[config.mk]
export PLATFORM = sky130hd
export DESIGN_NAME = spi_write_controller
export DESIGN_NICKNAME = d
export VERILOG_FILES = /design/src/rtl/spi_write_controller.sv
export SDC_FILE = /design/constraint.sdc
export NUM_CORES = 1
export LEC_CHECK = 0
export ABC_CLOCK_PERIOD_IN_PS = 4000
export CORE_ASPECT_RATIO = 0.9
export CORE_MARGIN = 2
export CORE_UTILIZATION = 35
export CTS_BUF_LIST = sky130_fd_sc_hd__clkbuf_16
export DETAILED_ROUTE_END_ITERATION = 8
export PLACE_DENSITY = 0.56
export SETUP_SLACK_MARGIN = 0.02
export SLEW_MARGIN = 40
export SYNTH_ARGS = -nofsm -noshare
export SYNTH_HDL_FRONTEND = slang
export SYNTH_SLANG_ARGS = --single-unit
[constraint.sdc]
create_clock -name clk -period 4 [get_ports clk]
set_input_delay 1.2 -clock clk [delete_from_list [all_inputs] [get_ports clk]]
set_output_delay 1.2 -clock clk [all_outputs]
set_load 0.1 [all_outputs]
[src/rtl/spi_write_controller.sv]
// spi_write_controller
// SPI mode 0 initiator that turns valid/ready write commands into paced
// 16-bit frames {1'b1, addr[6:0], data[7:0]}, sent MSB first on cs_n/sclk/copi.
// Optional feature macro: SPI_CTRL_FIFO_EN adds a FIFO_DEPTH-entry command
// FIFO in front of the frame FSM. Without it, commands are accepted only in IDLE.
module spi_write_controller #(
   parameter int unsigned CLK_DIV    = 4,
   parameter int unsigned GAP_CYCLES = 4
`ifdef SPI_CTRL_FIFO_EN
   ,
   parameter int unsigned FIFO_DEPTH = 4
`endif
) (
   input  logic       clk,
   input  logic       rst,
   input  logic       req_valid,
   output logic       req_ready,
   input  logic [6:0] req_addr,
   input  logic [7:0] req_data,
   output logic       cs_n,
   output logic       sclk,
   output logic       copi,
   output logic       busy,
   output logic       done
);

   typedef enum logic [2:0] {
      IDLE,
      SETUP,
      SHIFT_HI,
      SHIFT_LO,
      GAP
   } state_t;

   localparam logic [7:0] DivLast = 8'(CLK_DIV - 1);
   localparam logic [7:0] GapLast = 8'(GAP_CYCLES - 1);

   state_t      state_q, state_d;
   logic [7:0]  div_q, div_d;
   logic [3:0]  bitCnt_q, bitCnt_d;
   logic [15:0] shiftReg_q, shiftReg_d;
   logic        csN_q, csN_d;
   logic        sclk_q, sclk_d;
   logic        copi_q, copi_d;
   logic        busy_q, busy_d;
   logic        done_q, done_d;

   logic        start;
   logic [14:0] cmdWord;
   logic        queuePending;
   logic        divEnd;
   logic        gapEnd;
   logic        frameActive;

`ifdef SPI_CTRL_FIFO_EN
   localparam int unsigned PtrW = (FIFO_DEPTH > 1) ? $clog2(FIFO_DEPTH) : 1;
   localparam logic [PtrW:0] FifoFullCount = (PtrW + 1)'(FIFO_DEPTH);

   logic [14:0]     fifoMem_q [FIFO_DEPTH];
   logic [PtrW-1:0] wrPtr_q, wrPtr_d;
   logic [PtrW-1:0] rdPtr_q, rdPtr_d;
   logic [PtrW:0]   count_q, count_d;
   logic            fifoFull;
   logic            fifoEmpty;
   logic            push;
   logic            pop;

   assign fifoFull     = (count_q == FifoFullCount);
   assign fifoEmpty    = (count_q == '0);
   assign req_ready    = !fifoFull;
   assign push         = req_valid && !fifoFull;
   assign pop          = (state_q == IDLE) && !fifoEmpty;
   assign start        = pop;
   assign cmdWord      = fifoMem_q[rdPtr_q];
   assign queuePending = (count_d != '0);

   // FIFO bookkeeping: pointers wrap naturally because the depth is a power of two
   always_comb begin
      wrPtr_d = wrPtr_q;
      rdPtr_d = rdPtr_q;
      count_d = count_q;
      if (push) begin
         wrPtr_d = wrPtr_q + 1'b1;
      end
      if (pop) begin
         rdPtr_d = rdPtr_q + 1'b1;
      end
      case ({push, pop})
         2'b10:   count_d = count_q + 1'b1;
         2'b01:   count_d = count_q - 1'b1;
         default: count_d = count_q;
      endcase
   end

   // FIFO pointer and occupancy registers; reset empties the queue
   always_ff @(posedge clk) begin
      if (rst) begin
         wrPtr_q <= '0;
         rdPtr_q <= '0;
         count_q <= '0;
      end else begin
         wrPtr_q <= wrPtr_d;
         rdPtr_q <= rdPtr_d;
         count_q <= count_d;
      end
   end

   // FIFO storage needs no reset since occupancy decides what is valid
   always_ff @(posedge clk) begin
      if (push) begin
         fifoMem_q[wrPtr_q] <= {req_addr, req_data};
      end
   end
`else
   assign req_ready    = (state_q == IDLE) && !rst;
   assign start        = req_valid && req_ready;
   assign cmdWord      = {req_addr, req_data};
   assign queuePending = 1'b0;
`endif

   assign divEnd = (div_q == DivLast);
   assign gapEnd = (div_q == GapLast);

   // Next-state logic: every phase lasts CLK_DIV cycles, the divider restarts at each phase change
   always_comb begin
      state_d    = state_q;
      div_d      = div_q + 8'd1;
      bitCnt_d   = bitCnt_q;
      shiftReg_d = shiftReg_q;
      done_d     = 1'b0;
      case (state_q)
         IDLE: begin
            div_d = '0;
            if (start) begin
               state_d    = SETUP;
               bitCnt_d   = '0;
               shiftReg_d = {1'b1, cmdWord};
            end
         end
         SETUP: begin
            if (divEnd) begin
               state_d = SHIFT_HI;
               div_d   = '0;
            end
         end
         SHIFT_HI: begin
            if (divEnd) begin
               state_d = SHIFT_LO;
               div_d   = '0;
               if (bitCnt_q != 4'd15) begin
                  shiftReg_d = {shiftReg_q[14:0], 1'b0};
               end
            end
         end
         SHIFT_LO: begin
            if (divEnd) begin
               div_d = '0;
               if (bitCnt_q == 4'd15) begin
                  state_d = GAP;
                  done_d  = 1'b1;
               end else begin
                  state_d  = SHIFT_HI;
                  bitCnt_d = bitCnt_q + 4'd1;
               end
            end
         end
         GAP: begin
            if (gapEnd) begin
               state_d = IDLE;
               div_d   = '0;
            end
         end
         default: begin
            state_d = IDLE;
            div_d   = '0;
         end
      endcase
   end

   // Output look-ahead: pins are computed from the next state so they change on the same edge as the FSM
   always_comb begin
      frameActive = (state_d == SETUP) || (state_d == SHIFT_HI) || (state_d == SHIFT_LO);
      csN_d       = !frameActive;
      sclk_d      = (state_d == SHIFT_HI);
      copi_d      = frameActive ? shiftReg_d[15] : 1'b0;
      busy_d      = (state_d != IDLE) || queuePending;
   end

   // State, counters and registered SPI pins
   always_ff @(posedge clk) begin
      if (rst) begin
         state_q    <= IDLE;
         div_q      <= '0;
         bitCnt_q   <= '0;
         shiftReg_q <= '0;
         csN_q      <= 1'b1;
         sclk_q     <= 1'b0;
         copi_q     <= 1'b0;
         busy_q     <= 1'b0;
         done_q     <= 1'b0;
      end else begin
         state_q    <= state_d;
         div_q      <= div_d;
         bitCnt_q   <= bitCnt_d;
         shiftReg_q <= shiftReg_d;
         csN_q      <= csN_d;
         sclk_q     <= sclk_d;
         copi_q     <= copi_d;
         busy_q     <= busy_d;
         done_q     <= done_d;
      end
   end

   assign cs_n = csN_q;
   assign sclk = sclk_q;
   assign copi = copi_q;
   assign busy = busy_q;
   assign done = done_q;

endmodule

=== After elaboration in Yosys (flattened, before gate mapping) ===
Cells that the tools add are included.

* Word-level logic and storage cells: 63
* Bits in read-only memories: 0
* Input port bits: 18
* Register bits: 36
* RAM bits: 0
* Output and inout port bits: 6
* Memories kept: 0
* Bits in latches: 0

* Multiply operators: 0
* Shifts and indexed selects: 0
* $lt $le $gt $ge: 0
* Bitwise operators: 4
* $add $sub $neg: 2
* Reductions and logical operators: 16
* Equal/unequal tests: 15
* Multiplexer cells: 16
* Divide/modulo/power cells: 0

{| class="wikitable"
|+ Operators by type and width
! kind !! count
|-
| $mux W16 || 3
|-
| $pmux W16 S2 || 1
|-
| $mux W3 || 6
|-
| $pmux W3 S5 || 1
|-
| $eq A3 B2 Y1 const B || 4
|-
| $mux W4 || 3
|-
| $ne A2 B2 Y1 const B || 5
|-
| $add A8 B1 Y8 const B || 1
|-
| $eq A8 B2 Y1 const B || 1
|-
| $pmux W4 S2 || 1
|-
| $reduce_and A4 Y1 || 2
|-
| $eq A3 B1 Y1 const B || 2
|-
| $reduce_or A3 Y1 || 2
|-
| $add A4 B1 Y4 const B || 1
|-
| $eq A4 B4 Y1 const B || 1
|-
| $ne A4 B4 Y1 const B || 1
|-
| $not A1 Y1 || 4
|-
| $reduce_bool A2 Y1 || 2
|-
| $reduce_or A4 Y1 || 1
|-
| $eq A3 B3 Y1 const B || 1
|-
| $logic_not A3 Y1 || 1
|-
| $reduce_bool A3 Y1 || 1
|-
| $logic_and A1 B1 Y1 || 2
|-
| $logic_not A1 Y1 || 2
|-
| 3 further kinds || 4
|}

=== Longest topological paths before layout ===
Gate-level depths: netlist of run 1.

* Word-level depth: 10
* Mapped depth: 7
* Gate-level depth less buffers: 5

=== Worst setup path after synthesis of run 1 ===
OpenSTA, ideal clock, no wires.

* Path kind: input to output
* Start: input rst
* End: output req_ready
* Buffers on the path: 0
* Stages: 1
* Setup slack: 0.551 ns
* Required time: 2.800 ns
* Data arrival time: 2.249 ns
* Path through: nor4_4

* Cells in the longest elaborated chain, start to end: 2

{| class="wikitable"
|+ Ends and longest elaborated chain
! what !! line !! RTL
|-
| from (decl) || 15 || <nowiki>input logic rst,</nowiki>
|-
| $logic_not A1 Y1 || 115 || <nowiki>assign req_ready = (state_q == IDLE) && !rst;</nowiki>
|-
| $logic_and A1 B1 Y1 || 115 ||
|-
| to (decl) || 17 || <nowiki>output logic req_ready,</nowiki>
|}

No other way between the ends.

=== Worst setup path in the final report of run 1 ===
Same ends and word-level chain as after synthesis.

==> impl_summary.log, run 1 <==
INFO  metric synth_sequential_area_ratio = 44.7%
INFO  metric fillCellCount = between 400 and 500
INFO  metric register_clock_pin_slew_on_the_reported_worst_setup_and_hold_paths = 0.05 ns
INFO  metric grt_start_max_net_pins = 25
INFO  metric placedInstanceArea = between 1500 and 2000 um2
INFO  metric drt_first_iter_violations = 67
INFO  metric timing.critical_path.fanout_max = 4
INFO  metric antenna_found_initial = 0
INFO  metric timing.critical_path.from = rst
INFO  metric holdCritStartpoint = div_q[0]
INFO  metric totalWireLength = roughly 3.5 mm
INFO  metric area.sequential = 721 um2
INFO  metric totalNegativeSetupSlack = 0 ns
INFO  metric ys_async_sr_fraction = 0%
INFO  metric cellPowerDensity = 420 nW/um2
INFO  metric mappedNetlistNets = 198
INFO  metric timing.setup.critical_path_class = in2out
INFO  metric ctsRootBufferMaster = sky130_fd_sc_hd__clkbuf_16
INFO  metric cts.hold.buffers_added = 0
INFO  metric multi_input_comb_area = a little over 800 um2
INFO  metric min_to = div_q[0]
INFO  metric setup.reg_to_reg.worst_slack = 1.77 ns
INFO  metric synthesis.area = 1610 um2
INFO  metric finalSetupViolations = 0
INFO  metric run_status = completed
INFO  metric starting_density_of_the_core = 36.4%
INFO  metric synth_enable_flop_cells = 0
INFO  metric clk_latency = 0.27 ns
INFO  metric period_share = 85.0%
INFO  metric grt_setup_unrepaired = false
INFO  metric slew-limit-headroom = 54.6%
INFO  metric num_antenna_cells = 0
INFO  metric tightestPinTransition = slightly below 0.7 ns
INFO  metric area.growth.synth_to_final = 24.3%
INFO  metric min_path_type = reg2reg
INFO  metric postCtsSetupRepairBufs = 0
INFO  metric portBuffers = 23
INFO  metric die_x = 75.5 um
INFO  metric place_inst = 254
INFO  metric routed_via_density = 5.27
INFO  metric number_of_search_and_repair_iterations_in_the_first_detailed_routing_pass = 5
INFO  metric drt.antenna.violating_nets = 0
INFO  metric yosys_most_used_dff = sky130_fd_sc_hd__dfxtp_1
INFO  metric synthesis.area_per_instance = ~9 um2
INFO  metric die_h = 68.4 um
INFO  metric numCtsBuffers = 5
INFO  metric synth_seq_cells = 36
INFO  metric worstHoldPathCells = 1
INFO  metric worstSetupStartpointType = input pin
INFO  metric final_period_minus_worst_setup_slack = 3.40 ns
INFO  metric grt.overflow.total = 0
INFO  metric grt_usage = 14.7%
INFO  metric max_cap_violations = 0
INFO  metric yosysUniqueCellTypes = 41
INFO  metric cts.path.max_buffers = 2
INFO  metric design.final.nets = 220
INFO  metric last_weighted_congestion_value_of_the_routability_driven_placer = 0.732
INFO  metric postCtsResizedCells = 0
INFO  metric drive_gt1_share = 12.4%
INFO  metric worst_r2r_endpoint = copi
INFO  metric floorplan.rows = 23
INFO  metric worstSetupEndpointType = primary output
INFO  metric fp.dieArea = 5160 um2
INFO  metric max_transition_viols_final = 0
INFO  metric tritoncts_clock_tree = yes
INFO  metric wire_length_of_the_first_global_routing_pass = 5.66 mm
INFO  metric worstPathRequired = 2.80 ns
INFO  metric p_leak = slightly below 0.0007 uW
INFO  metric route.detailed.wl_per_inst = 13.3 um
INFO  metric critical_path_arrival = 2.20 ns
INFO  metric cts_num_sinks = 36
INFO  metric fin_area = 2000 um2
INFO  metric clock.fmax = between 0.2 and 0.3 GHz
INFO  metric ff2ff_path_depth = 5
INFO  metric worstReg2RegStart = div_q[0]
INFO  metric worst_ir_drop_vdd = 0.206 mV
INFO  metric layoutNonFillerInstCount = 263
INFO  metric post-dp-hpwl = between 2 and 2.5 mm
INFO  metric core_area = 4430 um2
INFO  metric ioPinCount = 24
INFO  metric grt_pass1_vias = ~1300
INFO  metric cts.htree.levels = 2
INFO  metric yosys_warnings = 0
INFO  metric num_vias = 1387
INFO  metric drc = 0
INFO  metric hold_viol_final = 0
INFO  metric fin_worst_skew = 0.00186 ns
INFO  metric syn_inst = between 150 and 200
==> registers in the layout, indices dropped and copies added (netlist names) <==
name,count
copi,1
busy,1
cs_n,1
sclk,1
done,1
div_q,8
shiftReg_q,16
state_q,3
bitCnt_q,4
==> area by class of cell <==
class	count	share of cell area [%]
multi-input cells	128	40.9
flip-flops and latches	36	36.0
repair buffers	25	11.5
clock buffers	5	6.25
well taps	62	3.87
clock inverters	3	0.750
inverters	4	0.750
==> cells in the final DEF (no fill, tap or decap), types with 2 or more instances in the layout <==
| master | n |
|---|---|
| sky130_fd_sc_hd__nor2_1 | 17 |
| sky130_fd_sc_hd__and2_1 | 2 |
| sky130_fd_sc_hd__buf_4 | 2 |
| sky130_fd_sc_hd__nand3_1 | 18 |
| sky130_fd_sc_hd__nor3_1 | 2 |
| sky130_fd_sc_hd__nor4_1 | 3 |
| sky130_fd_sc_hd__o31ai_1 | 2 |
| sky130_fd_sc_hd__a21boi_0 | 2 |
| sky130_fd_sc_hd__dfxtp_1 | 36 |
| sky130_fd_sc_hd__xor2_1 | 2 |
| sky130_fd_sc_hd__buf_2 | 5 |
| sky130_fd_sc_hd__xnor2_1 | 4 |
| sky130_fd_sc_hd__nor4_4 | 2 |
| sky130_fd_sc_hd__or3b_2 | 2 |
| sky130_fd_sc_hd__or4_1 | 2 |
| sky130_fd_sc_hd__ha_1 | 2 |
| sky130_fd_sc_hd__inv_1 | 5 |
| sky130_fd_sc_hd__o21ai_0 | 3 |
| sky130_fd_sc_hd__o211ai_1 | 2 |
| sky130_fd_sc_hd__or4_4 | 2 |
| sky130_fd_sc_hd__a22oi_1 | 15 |
| sky130_fd_sc_hd__nand3_2 | 3 |
| sky130_fd_sc_hd__nand2_1 | 8 |
| sky130_fd_sc_hd__clkdlybuf4s50_1 | 17 |
| sky130_fd_sc_hd__a21oi_1 | 19 |
| sky130_fd_sc_hd__clkbuf_16 | 5 |
| sky130_fd_sc_hd__nand2b_1 | 2 |
==> stage by stage <==
step           total power, uW  utilization (%)  setup WS (ns)  hold WS, ns
2_1_floorplan              452                -          0.551        0.430
3_3_place_gp               487             42.4          0.625        0.444
3_5_place_dp               485             41.9          0.605        0.455
4_1_cts                    851             45.0          0.585        0.467
5_1_grt                    878             45.2          0.538        0.486
6_report                   841             45.2          0.601        0.460
==> kinds of logic (layout without fill, tap and decap cells) <==
group                    Yosys count  after routing  synth area share [%]
flip-flops                        36             36                  44.7
adder cells (fa/ha/maj)            2              2                  1.55
AND/OR/NAND/NOR                   71             71                  26.2
AO/OA/AOI/OAI                     49             49                  19.8
XOR/XNOR                           6              6                  3.26
buffers and inverters             14             37                  4.42
==> cell usage after synthesis (2+ instances only) <==
cell                       number  area, um2
sky130_fd_sc_hd__nand2_1        8       30.0
sky130_fd_sc_hd__or3b_2         2       17.5
sky130_fd_sc_hd__or4_4          2       22.5
sky130_fd_sc_hd__nor3_1         2       10.0
sky130_fd_sc_hd__a21oi_1       19       95.1
sky130_fd_sc_hd__nand3_2        3       30.0
sky130_fd_sc_hd__xnor2_1        4       35.0
sky130_fd_sc_hd__nand2b_1       2       12.5
sky130_fd_sc_hd__inv_1          4       15.0
sky130_fd_sc_hd__o21ai_0        3       15.0
sky130_fd_sc_hd__ha_1           2       25.0
sky130_fd_sc_hd__nand3_1       18       90.1
sky130_fd_sc_hd__dfxtp_1       36        721
sky130_fd_sc_hd__o31ai_1        2       15.0
sky130_fd_sc_hd__and2_1         2       12.5
sky130_fd_sc_hd__nor4_1         3       18.8
sky130_fd_sc_hd__xor2_1         2       17.5
sky130_fd_sc_hd__nor2_1        17       63.8
sky130_fd_sc_hd__a21boi_0       2       15.0
sky130_fd_sc_hd__clkbuf_1       4       15.0
sky130_fd_sc_hd__o211ai_1       2       15.0
sky130_fd_sc_hd__nor4_4         2       42.5
sky130_fd_sc_hd__a22oi_1       15        113
sky130_fd_sc_hd__buf_2          3       15.0
sky130_fd_sc_hd__buf_6          2       22.5
sky130_fd_sc_hd__or4_1          2       15.0
==> worst max-delay path: stages <==
cell	delay [ns]
sky130_fd_sc_hd__clkdlybuf4s50_1	0.46
sky130_fd_sc_hd__nor4_4	0.30
sky130_fd_sc_hd__buf_12	0.23
==> report_power, final <==
part	switching (uW)	internal, uW	leakage, uW	total [uW]
clock	138	226	0.0000687	364
combinational	60.1	35.8	0.000311	95.9
sequential	8.92	372	0.000293	381
==> per-layer routing <==
layer	routed length [um]	global-route usage, %	up-vias	share of wire (%)
met5	0	0	-	0
met4	66	7.02	0	1.9
met3	184	4.57	9	5.3
met2	1620	24.5	40	46
met1	1630	17.0	638	47
li1	-	-	700	-
==> worst max path at each step <==
stage / end / slack, ns / depth (start not counted)
floorplan: req_ready / 0.55 / 1
global placement: req_ready / 0.63 / 3
detailed placement: req_ready / 0.60 / 3
CTS: req_ready / 0.59 / 3
global route: req_ready / 0.54 / 3
finish: req_ready / 0.60 / 3
No activity file was read; power rests on OpenSTA's default activity.
==> run 2: changes to the inputs <==
- ABC_CLOCK_PERIOD_IN_PS: 4000 -> 3400
- clock period: 4 -> 3.4 ns (I/O delays scaled with it)
==> run 2 against run 1 <==
Compared with the run above: via count is 0.50% lower; combinational power grew 21%; critical path depth unchanged; largest power group unchanged; clock power grew 16%; critical endpoint unchanged; setup slack worse by 0.25 ns; sequential power increased by 18%.
==> impl_summary.log, run 2 (synthesis gave the netlist of run 1 again) <==
INFO  metric fin_worst_skew = 0.00346 ns (was 0.00186 ns)
INFO  metric fp.dieArea = 5160 um2 (unchanged)
INFO  metric num_vias = 1380 (was 1387)
INFO  metric fillCellCount = 452 (was 443)
INFO  metric number_of_search_and_repair_iterations_in_the_first_detailed_routing_pass = 4 (was 5)
INFO  metric clock.fmax = 0.328 GHz
INFO  metric design.final.nets = 221 (was 220)
INFO  metric multi_input_comb_area = 820 um2 (unchanged)
INFO  metric drc = 0 (unchanged)
INFO  metric run_status = completed (unchanged)
INFO  metric fin_area = 2020 um2 (was 2000 um2)
INFO  metric floorplan.rows = 23 (unchanged)
INFO  metric area.growth.synth_to_final = 25.5% (was 24.3%)
INFO  metric fin_ws = 0.354 ns (was 0.601 ns)
INFO  metric worstReg2RegStart = div_q[0] (unchanged)
INFO  metric period_share = 89.6%
INFO  metric routed_via_density = 5.23 (was 5.27)
INFO  metric setup.reg_to_reg.worst_slack = 1.15 ns (was 1.77 ns)
INFO  metric cts.hold.buffers_added = 0 (unchanged)
INFO  metric antenna_found_initial = 0 (unchanged)
INFO  metric last_weighted_congestion_value_of_the_routability_driven_placer = 0.757 (was 0.732)
INFO  metric cellPowerDensity = 489 nW/um2 (was 420 nW/um2)
INFO  metric largest_register_ffs = 16 (unchanged)
INFO  metric area.sequential = 721 um2 (unchanged)
INFO  metric tritoncts_clock_tree = yes (unchanged)
INFO  metric drt.antenna.violating_nets = 0 (unchanged)
INFO  metric cts.path.max_buffers = 2 (unchanged)
INFO  metric totalNegativeSetupSlack = 0 ns (unchanged)
INFO  metric final_period_minus_worst_setup_slack = between 3 and 4 ns
INFO  metric worst_ir_drop_vdd = 0.296 mV (was 0.206 mV)
INFO  metric grt_pass1_vias = 1350 (was 1304)
INFO  metric die_h = 68.4 um (unchanged)
INFO  metric fin_total_pwr = 989 uW (was 841 uW)
INFO  metric holdCritStartpoint = shiftReg_q[3] (was div_q[0])
INFO  metric reg_top3 = shiftReg_q (16), div_q (8), bitCnt_q (4) (unchanged)
INFO  metric timing.setup.critical_path_class = in2out (unchanged)
INFO  metric num_antenna_cells = 0 (unchanged)
INFO  metric grt_setup_unrepaired = false (unchanged)
INFO  metric max_transition_viols_final = 0 (unchanged)
INFO  metric worstPathRequired = 2.38 ns (was 2.80 ns)
INFO  metric worst_r2r_endpoint = copi (unchanged)
INFO  metric core_area = 4430 um2 (unchanged)
INFO  metric wire_length_of_the_first_global_routing_pass = 6.09 mm (was 5.66 mm)
INFO  metric grt.overflow.total = 0 (unchanged)
INFO  metric critical_path_arrival = 2.03 ns (was 2.20 ns)
INFO  metric grt_start_max_net_pins = 25 (unchanged)
INFO  metric grt_usage = 15.7% (was 14.7%)
INFO  metric max_cap_violations = 0 (unchanged)
INFO  metric p_leak = 0.000682 uW (was 0.000673 uW)
INFO  metric cts.htree.levels = 2 (unchanged)
INFO  metric min_path_type = reg2reg (unchanged)
INFO  metric mostFrequentLayoutCells = sky130_fd_sc_hd__dfxtp_1 (36), sky130_fd_sc_hd__a21oi_1 (19), sky130_fd_sc_hd__nand3_1 (18) (unchanged)
INFO  metric starting_density_of_the_core = 36.4% (unchanged)
INFO  metric drt_first_iter_violations = 77 (was 67)
INFO  metric cts_num_sinks = 36 (unchanged)
INFO  metric largest_reg_by_ff_count = shiftReg_q (unchanged)
INFO  metric final_core_density = 45.6% (was 45.2%)
INFO  metric ctsRootBufferMaster = sky130_fd_sc_hd__clkbuf_16 (unchanged)
INFO  metric ff2ff_path_depth = 5 (unchanged)
INFO  metric postCtsSetupRepairBufs = 0 (unchanged)
INFO  metric worstSetupEndpointType = primary output (unchanged)
INFO  metric numCtsBuffers = 5 (unchanged)
INFO  metric register_clock_pin_slew_on_the_reported_worst_setup_and_hold_paths = 0.05 ns (about the same)
INFO  metric route.detailed.wl_per_inst = 13.2 um (was 13.3 um)
INFO  metric totalWireLength = 3.50 mm (about the same)
INFO  metric portBuffers = 23 (unchanged)
INFO  metric clk_latency = 0.27 ns (about the same)
INFO  metric drive_gt1_share = 13.4% (was 12.4%)
INFO  metric finalSetupViolations = 0 (unchanged)
INFO  metric slew-limit-headroom = 61.1% (was 54.6%)
INFO  metric placedInstanceArea = 1880 um2 (was 1860 um2)
INFO  metric ioPinCount = 24 (unchanged)
INFO  metric place_ws = 0.353 ns (was 0.605 ns)
INFO  metric worstHoldPathCells = 2 (was 1)
INFO  metric hold_viol_final = 0 (unchanged)
INFO  metric tightestPinTransition = 0.579 ns (was 0.681 ns)
INFO  metric timing.critical_path.fanout_max = 4 (unchanged)
INFO  metric min_to = shiftReg_q[3] (was div_q[0])
INFO  metric worstSetupStartpointType = input pin (unchanged)
INFO  metric mostFrequentLayoutCell = sky130_fd_sc_hd__dfxtp_1 (unchanged)
INFO  metric die_x = 75.5 um (unchanged)
INFO  metric post-dp-hpwl = 2.47 mm (was 2.41 mm)
INFO  metric postCtsResizedCells = 0 (unchanged)
==> run 2: worst max-delay path: stages <==
cell                              delay (ns)
sky130_fd_sc_hd__clkdlybuf4s50_1        0.46
sky130_fd_sc_hd__nor4_4                 0.32
sky130_fd_sc_hd__buf_12                 0.23
==> run 2: worst max-delay path by stage <==
stage,from,endpoint,cells past startpoint
6_report,rst,req_ready,3
4_1_cts,rst,req_ready,3
3_5_place_dp,rst,req_ready,3
5_1_grt,rst,req_ready,3
3_3_place_gp,rst,req_ready,3
2_1_floorplan,rst,bitCnt_q[3],4
==> run 2: final cells by class <==
type                    instances  share of cell area, %
well taps                      62                   3.84
inverters                       4                  0.743
flip-flops and latches         36                   35.6
clock buffers                   5                   6.19
multi-input cells             128                   40.5
repair buffers                 26                   12.4
clock inverters                 3                  0.681
==> run 2: power by group <==
part | switching, uW | leakage (uW) | internal, uW
logic | 70.8 | 0.000318 | 45.2
registers | 11.1 | 0.000293 | 438
clock network | 158 | 0.0000710 | 265
==> run 2: through the flow <==
stage | hold WS, ns | std cells
final | 0.466 | 264
after global routing | 0.489 | 264
after CTS | 0.468 | 263
after detailed placement | 0.460 | 255
after global placement | 0.441 | 255
after floorplan | 0.430 | 178
==> run 2: metal layers <==
metal	routed length [um]	vias to the layer above	GRT usage, %	share of wire [%]
met4	68	0	7.46	1.9
met5	0	-	0	0
met2	1620	36	25.0	46
met3	197	6	4.42	5.6
met1	1620	634	19.6	46
li1	-	704	-	-
==> run 3: changes to the inputs <==
- DONT_BUFFER_PORTS: unset -> 1
- PLACE_DENSITY: 0.56 -> 0.49
- SKIP_LAST_GASP: unset -> 1
==> run 3 against run 2 <==
Compared with the run above: setup slack better by 0.54 ns; sequential power increased by 6.2%; critical endpoint unchanged; non-clock buffer count is 25 lower.
==> impl_summary.log, run 3 (synthesis gave the netlist of run 1 again) <==
INFO  metric routed_via_density = 5.46 (was 5.23)
INFO  metric largest_register_ffs = 16 (unchanged)
INFO  metric max_cap_violations = 0 (unchanged)
INFO  metric cts.path.max_buffers = 2 (unchanged)
INFO  metric mostFrequentLayoutCells = sky130_fd_sc_hd__dfxtp_1 (31), sky130_fd_sc_hd__a21oi_1 (19), sky130_fd_sc_hd__nand3_1 (18) (was sky130_fd_sc_hd__dfxtp_1 (36), sky130_fd_sc_hd__a21oi_1 (19), sky130_fd_sc_hd__nand3_1 (18))
INFO  metric run_status = completed (unchanged)
INFO  metric worstPathRequired = 2.38 ns (about the same)
INFO  metric fin_worst_skew = 0.00136 ns (was 0.00346 ns)
INFO  metric slowest_cell_on_the_critical_path = sky130_fd_sc_hd__buf_4 (was sky130_fd_sc_hd__clkdlybuf4s50_1)
INFO  metric route.detailed.wl_per_inst = 14.4 um (was 13.2 um)
INFO  metric register_clock_pin_slew_on_the_reported_worst_setup_and_hold_paths = 0.05 ns (about the same)
INFO  metric final_core_density = 40.2% (was 45.6%)
INFO  metric drt_first_iter_violations = 64 (was 77)
INFO  metric cts.htree.levels = 2 (unchanged)
INFO  metric slew-limit-headroom = 44.8% (was 61.1%)
INFO  metric worst_r2r_endpoint = copi (unchanged)
INFO  metric place_ws = 0.756 ns (was 0.353 ns)
INFO  metric die_x = 75.5 um (unchanged)
INFO  metric cts_num_sinks = 36 (unchanged)
INFO  metric clk_latency = 0.27 ns (about the same)
INFO  metric worstHoldPathCells = 1 (was 2)
INFO  metric p_int = 721 uW (was 749 uW)
INFO  metric worstSetupStartpointType = input pin (unchanged)
INFO  metric drt.antenna.violating_nets = 0 (unchanged)
INFO  metric clock.fmax = 0.400 GHz (was 0.328 GHz)
INFO  metric last_weighted_congestion_value_of_the_routability_driven_placer = 0.796 (was 0.757)
INFO  metric critical_path_arrival = 1.48 ns (was 2.03 ns)
INFO  metric timing.critical_path.slowest_cell_delay = 0.34 ns (was 0.46 ns)
INFO  metric mostFrequentLayoutCell = sky130_fd_sc_hd__dfxtp_1 (unchanged)
INFO  metric setup.reg_to_reg.worst_slack = 0.98 ns (was 1.15 ns)
INFO  metric p_sw = 222 uW (was 240 uW)
INFO  metric postCtsSetupRepairBufs = 0 (unchanged)
INFO  metric min_path_type = reg2reg (unchanged)
INFO  metric post-dp-hpwl = 2.34 mm (was 2.47 mm)
INFO  metric design.final.nets = 196 (was 221)
INFO  metric totalNegativeSetupSlack = 0 ns (unchanged)
INFO  metric cp_cell_sequence = nor4_4 -> buf_4 (was clkdlybuf4s50_1 -> nor4_4 -> buf_12)
INFO  metric largest_reg_by_ff_count = shiftReg_q (unchanged)
INFO  metric drc = 0 (unchanged)
INFO  metric antenna_found_initial = 0 (unchanged)
INFO  metric tightestPinTransition = 0.822 ns (was 0.579 ns)
INFO  metric fp.dieArea = 5160 um2 (unchanged)
INFO  metric worstSetupEndpointType = primary output (unchanged)
INFO  metric worst_ir_drop_vdd = 0.329 mV (was 0.296 mV)
INFO  metric ioPinCount = 24 (unchanged)
INFO  metric comb_power_share = 5.7% (was 11.7%)
INFO  metric ff2ff_path_depth = 5 (unchanged)
INFO  metric timing.setup.critical_path_class = in2out (unchanged)
INFO  metric area.growth.synth_to_final = 10.6% (was 25.5%)
INFO  metric grt_usage = 14.6% (was 15.7%)
INFO  metric grt_pass1_vias = 1188 (was 1350)
INFO  metric drive_gt1_share = 12.4% (was 13.4%)
INFO  metric postCtsResizedCells = 0 (unchanged)
INFO  metric fin_ws = 0.897 ns (was 0.354 ns)
INFO  metric timing.critical_path.fanout_max = 25 (was 4)
INFO  metric worstReg2RegStart = div_q[0] (unchanged)
INFO  metric ctsRootBufferMaster = sky130_fd_sc_hd__clkbuf_16 (unchanged)
INFO  metric starting_density_of_the_core = 36.4% (unchanged)
INFO  metric path_buf_inv = 1 (was 2)
INFO  metric floorplan.rows = 23 (unchanged)
INFO  metric final_period_minus_worst_setup_slack = 2.50 ns (was 3.05 ns)
INFO  metric num_antenna_cells = 0 (unchanged)
INFO  metric period_share = 73.6% (was 89.6%)
INFO  metric num_vias = 1306 (was 1380)
INFO  metric seq_power_share = 50.6% (was 45.4%)
INFO  metric portBuffers = 0 (was 23)
INFO  metric tritoncts_clock_tree = yes (unchanged)
INFO  metric grt_start_max_net_pins = 26 (was 25)
INFO  metric numCtsBuffers = 5 (unchanged)
INFO  metric cellPowerDensity = 529 nW/um2 (was 489 nW/um2)
INFO  metric die_h = 68.4 um (unchanged)
INFO  metric timing.critical_path.from = rst (unchanged)
INFO  metric grt.overflow.total = 0 (unchanged)
INFO  metric core_area = 4430 um2 (unchanged)
INFO  metric finalSetupViolations = 0 (unchanged)
INFO  metric power.share.switching = 23.6% (was 24.3%)
INFO  metric reg_top3 = shiftReg_q (16), div_q (8), bitCnt_q (4) (unchanged)
INFO  metric wire_length_of_the_first_global_routing_pass = 5.62 mm (was 6.09 mm)
INFO  metric cp_top_family = buffers and inverters (unchanged)
INFO  metric max_transition_viols_final = 0 (unchanged)
INFO  metric cts.hold.buffers_added = 0 (unchanged)
INFO  metric totalWireLength = 3.44 mm (was 3.50 mm)
INFO  metric hold_ws = 0.456 ns (was 0.466 ns)
INFO  metric number_of_search_and_repair_iterations_in_the_first_detailed_routing_pass = 4 (unchanged)
INFO  metric hold_viol_final = 0 (unchanged)
INFO  metric grt_setup_unrepaired = false (unchanged)
INFO  metric share_clk_of_total_power = 43.7% (was 42.8%)
INFO  metric min_to = div_q[0] (was shiftReg_q[3])
INFO  metric p_leak = 0.000574 uW (was 0.000682 uW)
INFO  metric holdCritStartpoint = div_q[0] (was shiftReg_q[3])
[run 3: per-stage QoR]
| stage | cell area [um2] | total power [uW] | std cells |
|---|---|---|---|
| floorplan | 1610 | 531 | 178 |
| global placement | 1640 | 537 | 231 |
| detailed placement | 1650 | 540 | 231 |
| CTS | 1780 | 958 | 239 |
| global route | 1780 | 994 | 239 |
| finish | 1780 | 944 | 239 |
[run 3: worst max path at each step]
| stage | endpoint | cells after the start |
|---|---|---|
| 2_1_floorplan | bitCnt_q[3] | 4 |
| 3_3_place_gp | cs_n | 5 |
| 3_5_place_dp | cs_n | 5 |
| 4_1_cts | req_ready | 2 |
| 5_1_grt | copi | 5 |
| 6_report | req_ready | 2 |
[run 3: area by class of cell]
cell class / instances / area (um2)
flip-flops and latches: 36 / 727
clock buffers: 5 / 125
multi-input cells: 128 / 820
inverters: 4 / 15.0
well taps: 62 / 77.6
repair buffers: 1 / 7.51
fillers: 461 / 2650
clock inverters: 3 / 11.3
[run 3: power groups by stage]
stage | Sequential, uW | Combinational, uW | Clock (uW)
after global placement | 485 | 52.4 | 0
after CTS | 477 | 54.1 | 427
after global routing | 479 | 60.4 | 455
after floorplan | 479 | 52.0 | 0
final | 477 | 53.8 | 413
after detailed placement | 486 | 53.9 | 0
[run 3: layer usage]
layer	vias to the layer above	part of all wire, %	track usage [%]
li1	652	-	-
met1	621	46	19.0
met2	28	47	22.6
met3	5	5.5	4.86
met4	0	0.99	5.26
met5	-	0	0
